File: src/rtl/fifo_rr_pop_arbiter_if.sv
// rtl/fifo_rr_pop_arbiter_if.sv - FIFO-side and downstream-side signal bundle for the VC pop arbiter
interface fifo_rr_pop_arbiter_if #(
    parameter int DATA_WIDTH = 12,
    parameter int CNT_WIDTH  = 16
);
    logic [3:0]              fifo_empty;
    logic [3:0]              fifo_almost_empty;
    logic [4*DATA_WIDTH-1:0] fifo_data;
    logic                    pause;
    logic [3:0]              fifo_pop;
    logic [DATA_WIDTH-1:0]   data_out;
    logic                    valid_out;
    logic [1:0]              src_id;
    logic [CNT_WIDTH-1:0]    word_count;

    modport master (
        input  fifo_empty,
        input  fifo_almost_empty,
        input  fifo_data,
        input  pause,
        output fifo_pop,
        output data_out,
        output valid_out,
        output src_id,
        output word_count
    );

    modport slave (
        output fifo_empty,
        output fifo_almost_empty,
        output fifo_data,
        output pause,
        input  fifo_pop,
        input  data_out,
        input  valid_out,
        input  src_id,
        input  word_count
    );
endinterface

File: src/rtl/fifo_rr_pop_arbiter.sv
// rtl/fifo_rr_pop_arbiter.sv - round-robin pop arbiter over four VC FIFOs with 2-stage read pipeline
// Defining ARB_STRICT_PRIO_EN replaces round-robin with fixed priority VC0 > VC1 > VC2 > VC3.
module fifo_rr_pop_arbiter #(
    parameter int DATA_WIDTH = 12,
    parameter int CNT_WIDTH  = 16
) (
    input logic                   clk,
    input logic                   reset,
    fifo_rr_pop_arbiter_if.master bus
);
    logic [3:0]            w_eligible;
    logic [3:0]            w_pop;
    logic                  w_grant_vld;
    logic [1:0]            w_grant_id;
    logic [DATA_WIDTH-1:0] w_pend_word;

    logic [3:0]            r_popped_last;
    logic                  r_pend_valid;
    logic [1:0]            r_pend_id;
    logic [DATA_WIDTH-1:0] r_data_out;
    logic                  r_valid_out;
    logic [1:0]            r_src_id;
    logic [CNT_WIDTH-1:0]  r_word_count;

    // FIFO flags lag their own pop by a cycle, so a count-1 FIFO just popped looks non-empty.
    assign w_eligible = ~bus.fifo_empty & ~(bus.fifo_almost_empty & r_popped_last);

`ifdef ARB_STRICT_PRIO_EN
    always_comb begin
        w_grant_vld = 1'b0;
        w_grant_id  = 2'd0;
        for (int i = 3; i >= 0; i--) begin
            if (w_eligible[i]) begin
                w_grant_vld = 1'b1;
                w_grant_id  = 2'(i);
            end
        end
    end
`else
    logic [1:0] r_rr_ptr;
    logic [7:0] w_elig_dbl;
    logic [3:0] w_rot;
    logic [1:0] w_offset;

    // Rotate eligibility so bit 0 is the pointer's VC; lowest set bit is the winner's offset.
    assign w_elig_dbl = {w_eligible, w_eligible};
    assign w_rot      = w_elig_dbl[r_rr_ptr +: 4];

    always_comb begin
        w_grant_vld = 1'b0;
        w_offset    = 2'd0;
        for (int k = 3; k >= 0; k--) begin
            if (w_rot[k]) begin
                w_grant_vld = 1'b1;
                w_offset    = 2'(k);
            end
        end
    end

    assign w_grant_id = r_rr_ptr + w_offset;

    always_ff @(posedge clk) begin
        if (reset) begin
            r_rr_ptr <= 2'd0;
        end else if (|w_pop) begin
            r_rr_ptr <= w_grant_id + 2'd1;
        end
    end
`endif

    always_comb begin
        w_pop = 4'b0000;
        if (!reset && !bus.pause && w_grant_vld) begin
            w_pop[w_grant_id] = 1'b1;
        end
    end

    always_comb begin
        w_pend_word = bus.fifo_data[0 +: DATA_WIDTH];
        case (r_pend_id)
            2'd0: w_pend_word = bus.fifo_data[0*DATA_WIDTH +: DATA_WIDTH];
            2'd1: w_pend_word = bus.fifo_data[1*DATA_WIDTH +: DATA_WIDTH];
            2'd2: w_pend_word = bus.fifo_data[2*DATA_WIDTH +: DATA_WIDTH];
            2'd3: w_pend_word = bus.fifo_data[3*DATA_WIDTH +: DATA_WIDTH];
            default: w_pend_word = bus.fifo_data[0 +: DATA_WIDTH];
        endcase
    end

    always_ff @(posedge clk) begin
        if (reset) begin
            r_popped_last <= 4'b0000;
            r_pend_valid  <= 1'b0;
            r_pend_id     <= 2'd0;
            r_data_out    <= '0;
            r_valid_out   <= 1'b0;
            r_src_id      <= 2'd0;
            r_word_count  <= '0;
        end else begin
            r_popped_last <= w_pop;
            r_pend_valid  <= |w_pop;
            if (|w_pop) begin
                r_pend_id <= w_grant_id;
            end
            // The FIFO's registered read data is valid the cycle after its pop.
            r_valid_out <= r_pend_valid;
            if (r_pend_valid) begin
                r_data_out <= w_pend_word;
                r_src_id   <= r_pend_id;
            end
            if (r_valid_out && (r_word_count != {CNT_WIDTH{1'b1}})) begin
                r_word_count <= r_word_count + 1'b1;
            end
        end
    end

    assign bus.fifo_pop   = w_pop;
    assign bus.data_out   = r_data_out;
    assign bus.valid_out  = r_valid_out;
    assign bus.src_id     = r_src_id;
    assign bus.word_count = r_word_count;
endmodule

File: src/flat_wrapper.sv
// flat-port wrapper written by rule: the top's interface ports become plain ports
module fifo_rr_pop_arbiter_flat 
#(
    parameter int DATA_WIDTH = 12,
    parameter int CNT_WIDTH  = 16
)
  (clk, reset, bus_fifo_empty, bus_fifo_almost_empty, bus_fifo_data, bus_pause, bus_fifo_pop, bus_data_out, bus_valid_out, bus_src_id, bus_word_count);
  fifo_rr_pop_arbiter_if #(.DATA_WIDTH(DATA_WIDTH), .CNT_WIDTH(CNT_WIDTH)) bus_i ();
  input logic clk;
  input logic reset;
  input wire logic [$bits(bus_i.fifo_empty)-1:0] bus_fifo_empty;
  input wire logic [$bits(bus_i.fifo_almost_empty)-1:0] bus_fifo_almost_empty;
  input wire logic [$bits(bus_i.fifo_data)-1:0] bus_fifo_data;
  input wire logic [$bits(bus_i.pause)-1:0] bus_pause;
  output wire logic [$bits(bus_i.fifo_pop)-1:0] bus_fifo_pop;
  output wire logic [$bits(bus_i.data_out)-1:0] bus_data_out;
  output wire logic [$bits(bus_i.valid_out)-1:0] bus_valid_out;
  output wire logic [$bits(bus_i.src_id)-1:0] bus_src_id;
  output wire logic [$bits(bus_i.word_count)-1:0] bus_word_count;
  assign bus_i.fifo_empty = bus_fifo_empty;
  assign bus_i.fifo_almost_empty = bus_fifo_almost_empty;
  assign bus_i.fifo_data = bus_fifo_data;
  assign bus_i.pause = bus_pause;
  assign bus_fifo_pop = bus_i.fifo_pop;
  assign bus_data_out = bus_i.data_out;
  assign bus_valid_out = bus_i.valid_out;
  assign bus_src_id = bus_i.src_id;
  assign bus_word_count = bus_i.word_count;
  fifo_rr_pop_arbiter #(.DATA_WIDTH(DATA_WIDTH), .CNT_WIDTH(CNT_WIDTH)) u_core (.clk(clk), .reset(reset), .bus(bus_i));
endmodule
File: config.mk
export PLATFORM = sky130hd
export DESIGN_NAME = fifo_rr_pop_arbiter_flat
export DESIGN_NICKNAME = d
export VERILOG_FILES = /design/src/rtl/fifo_rr_pop_arbiter_if.sv /design/src/rtl/fifo_rr_pop_arbiter.sv /design/src/flat_wrapper.sv
export SDC_FILE = /design/constraint.sdc
export NUM_CORES = 1
export LEC_CHECK = 0
export BUFFER_PORTS_ARGS = -buffer_cell sky130_fd_sc_hd__buf_2
export CAP_MARGIN = 40
export CORE_MARGIN = 2
export CORE_UTILIZATION = 47
export CTS_CLUSTER_DIAMETER = 80
export DETAILED_ROUTE_END_ITERATION = 16
export PLACE_DENSITY = 0.9
export SLEW_MARGIN = 15
export SYNTH_ARGS = -nofsm -noshare
export SYNTH_HDL_FRONTEND = slang
export SYNTH_SLANG_ARGS = --single-unit
File: constraint.sdc
create_clock -name clk -period 3.42 [get_ports clk]
set_input_delay 0.171 -clock clk [delete_from_list [all_inputs] [get_ports clk]]
set_output_delay 0.171 -clock clk [all_outputs]
set_load 0.1 [all_outputs]
==> reports/metrics.cfg <==
[run_status]
status=finished, final reports clean

[power]
finalPower_w=0.001531
p_leak_nw=1.198
seqPwrFrac_pct=36.7
sw_frac_of_total_pct=38.59
power_per_cell_area_nw_per_um2=571.0
switchingPower_w=0.0005908
intPower_w=0.0009402
pwr-share-clk_pct=24.9
p_comb_share_pct=38.4
vdd_drop_max_mv=0.2588

[die]
io_pins=94
die_y_um=70.16
initial_core_util_pct=47.90
coreArea_um2=4294
core.rowCount=24
fp.dieArea_um2=4922
fp.dieW_um=70.16

[clocking]
htree_levels=2
clk_path_buf_depth=2
cts_setup_buffers=0
cts_sinks=40
cts_hold_buffers=0
clk_pin_slew_worst_paths_ns=0.08
numCtsBuffers=5
clkLatencyLatePin_ns=0.29
cts_tree=yes
post_cts_resized=0
cts.root.buffer_cell=clkbuf_8

[placement]
placed_area_um2=2570
numPortBuffers=93
place_congestion=0.8741
hpwl_mm=3.632
numPlacedInstances=348

[worst_setup_path]
path_max_fanout=9
crit_end=bus_fifo_pop[0]
r2r-end=u_core.r_rr_ptr[1]$_SDFFE_PP0P_
r2r_start=u_core.r_popped_last[2]$_SDFF_PP0_
cp_slowest_cell=buf_2
cp_cell_sequence=a21oi_2 > nor2_1 > nor3_1 > a21oi_1 > o21ai_0 > ha_1 > xnor2_1 > xnor2_2 > and3b_1 > buf_2
crit_path_start=u_core.r_popped_last[2]$_SDFF_PP0_
reg2regPathDepth=10
critPathLaunchType=register
required_ns=3.25
setup.worst_path.class=register to output port
cp.arrival_ns=2.74
critPathCaptureType=output port
rrSetupSlack_ns=0.73
cpPeakStageDelay_ns=0.42

[sta]
slew-limit-headroom_pct=44.65
skew_ns=0.01213
maxSlewViolCount=0
tightest_slew_ns=0.8291
rsz0062_at_grt=false
fmax_ghz=0.3431
min_period_ns=2.915
final-setup-viol-count=0
whs_ns=0.2516
finalCritPeriodShare_pct=85.23
tns_ns=0
finalHoldViolations=0

[route]
vias=1922
routed_wirelength_mm=4.699
viasPerCell=5.399
postRouteAntennaNets=0
drt_iter0_drc=112
dr.pass1.iters=4
drcViolationCount=0
wire_per_inst_um=13.20

[yosys]
synthFlopType=dfxtp_1
synth_top_area_share_pct=38.93
yosysUniqueCellTypes=36
postSynthCellCount=214
yosys_warnings=0
ys_seq_elements=40
synth_area_um2=2057
avgSynthCellArea_um2=9.612
synthTopCellsByArea=dfxtp_1 39%, mux4_2 13%, nor2_1 7.5%
synth_edf_count=0
ys_seq_area_share_pct=38.93
synth_fp_nets=275
synthArstFlopShare_pct=0
yosys.area.top_type=dfxtp_1

[run]
drv_cap=0

[layout]
area_delta_synth_final_pct=30.35
final_cell_mix=93 x buf_2, 41 x nor2_1, 40 x dfxtp_1
final_common_cell=buf_2
final_cells=356
final_nets=364
postLayoutCellArea_um2=2681
antenna_cells=0
nFillCells=380
drive_gt1_share_pct=39.14

[grt]
grt.total_usage_pct=19.36
grt_max_degree=40
grt_pass1_vias=1802
grt-ovfl-total=0
grt_pass1_wl_mm=7.783
grt_antenna_before_repair=0

[worst_hold_path]
hold_class=input pin to register

[state kept, by name (all words and copies together) (netlist names)]
name	cells
u_core.r_popped_last	4
u_core.bus.word_count	16
u_core.r_pend_id	2
u_core.bus.valid_out	1
u_core.r_rr_ptr	2
u_core.bus.src_id	2
u_core.r_pend_valid	1
u_core.bus.data_out	12
[cell usage after synthesis (3+ instances only)]
| cell type | number |
|---|---|
| a21o_1 | 3 |
| mux4_2 | 12 |
| nor3_1 | 8 |
| a21oi_1 | 9 |
| nand4_1 | 7 |
| dfxtp_1 | 40 |
| nand3_1 | 7 |
| xnor2_1 | 4 |
| nor4_1 | 6 |
| clkbuf_1 | 8 |
| xor2_1 | 9 |
| nor2_1 | 41 |
| a21oi_2 | 3 |
| mux2i_1 | 15 |
| nand2_1 | 8 |
| nor2b_1 | 4 |
[worst min-delay path by stage]
stage                                                   start                             endpoint  depth (start not counted)
after floorplan                                         reset       u_core.r_pend_valid$_SDFF_PP0_                          1
after CTS                                           bus_pause     u_core.r_pend_id[0]$_SDFFE_PP0P_                          4
final                                               bus_pause     u_core.r_pend_id[0]$_SDFFE_PP0P_                          4
after detailed placement  u_core.bus.data_out[9]$_SDFFE_PP0P_  u_core.bus.data_out[9]$_SDFFE_PP0P_                          2
after global placement    u_core.bus.data_out[1]$_SDFFE_PP0P_  u_core.bus.data_out[1]$_SDFFE_PP0P_                          2
after global routing                                bus_pause     u_core.r_pend_id[0]$_SDFFE_PP0P_                          4
[kinds of logic after synthesis]
group / count (synthesis) / synth area share (%)
AO/OA/AOI/OAI: 27 / 8.820
XOR/XNOR: 14 / 6.326
adder cells (fa/ha/maj): 2 / 1.216
buffers and inverters: 14 / 2.676
flip-flops: 40 / 38.93
multiplexers: 28 / 20.99
AND/OR/NAND/NOR: 89 / 21.05
[cell type report]
| class | count | area, um^2 | share of cell area [%] |
|---|---|---|---|
| tap | 52 | 65.06 | 2.427 |
| multi-input combinational | 160 | 1216 | 45.36 |
| clock inverter | 3 | 42.54 | 1.587 |
| clock buffer | 5 | 68.82 | 2.566 |
| timing repair buffer | 94 | 480.5 | 17.92 |
| inverter | 2 | 7.507 | 0.2800 |
| sequential | 40 | 800.8 | 29.86 |
[power groups by stage]
stage | Clock [W] | Combinational [W] | Sequential, W
4_1_cts | 0.000392 | 0.000592 | 0.000563
2_1_floorplan | 0 | 0.000398 | 0.000655
3_3_place_gp | 0 | 0.000553 | 0.000585
6_report | 0.000381 | 0.000588 | 0.000562
5_1_grt | 0.000408 | 0.000627 | 0.000572
3_5_place_dp | 0 | 0.000591 | 0.000574
[routing by layer]
layer,GRT usage [%],wire length (um),up-vias
li1,-,-,959
met2,33.76,2329,70
met4,7.906,87,0
met5,0,0,-
met3,3.463,275,8
met1,23.54,2007,885
[per-stage QoR]
| stage | worst slack, ns | util, % |
|---|---|---|
| after global routing | 0.2690 | 62.44 |
| after CTS | 0.4778 | 62.44 |
| final | 0.5053 | 62.44 |
| after global placement | 0.8319 | 59.50 |
| after floorplan | 0.1485 | - |
| after detailed placement | 0.7463 | 59.85 |
[critical path: cells and delay by family, from the launching register on]
kind	cells	cell delay (ns)
AOI/OAI and AO/OA	3	0.49
adders and majority gates	1	0.23
DFF	1	0.31
buffers and inverters	1	0.42
and+or+nand+nor	3	0.54
xor gates and xnor gates	2	0.49
No activity file was read; power rests on OpenSTA's default activity.
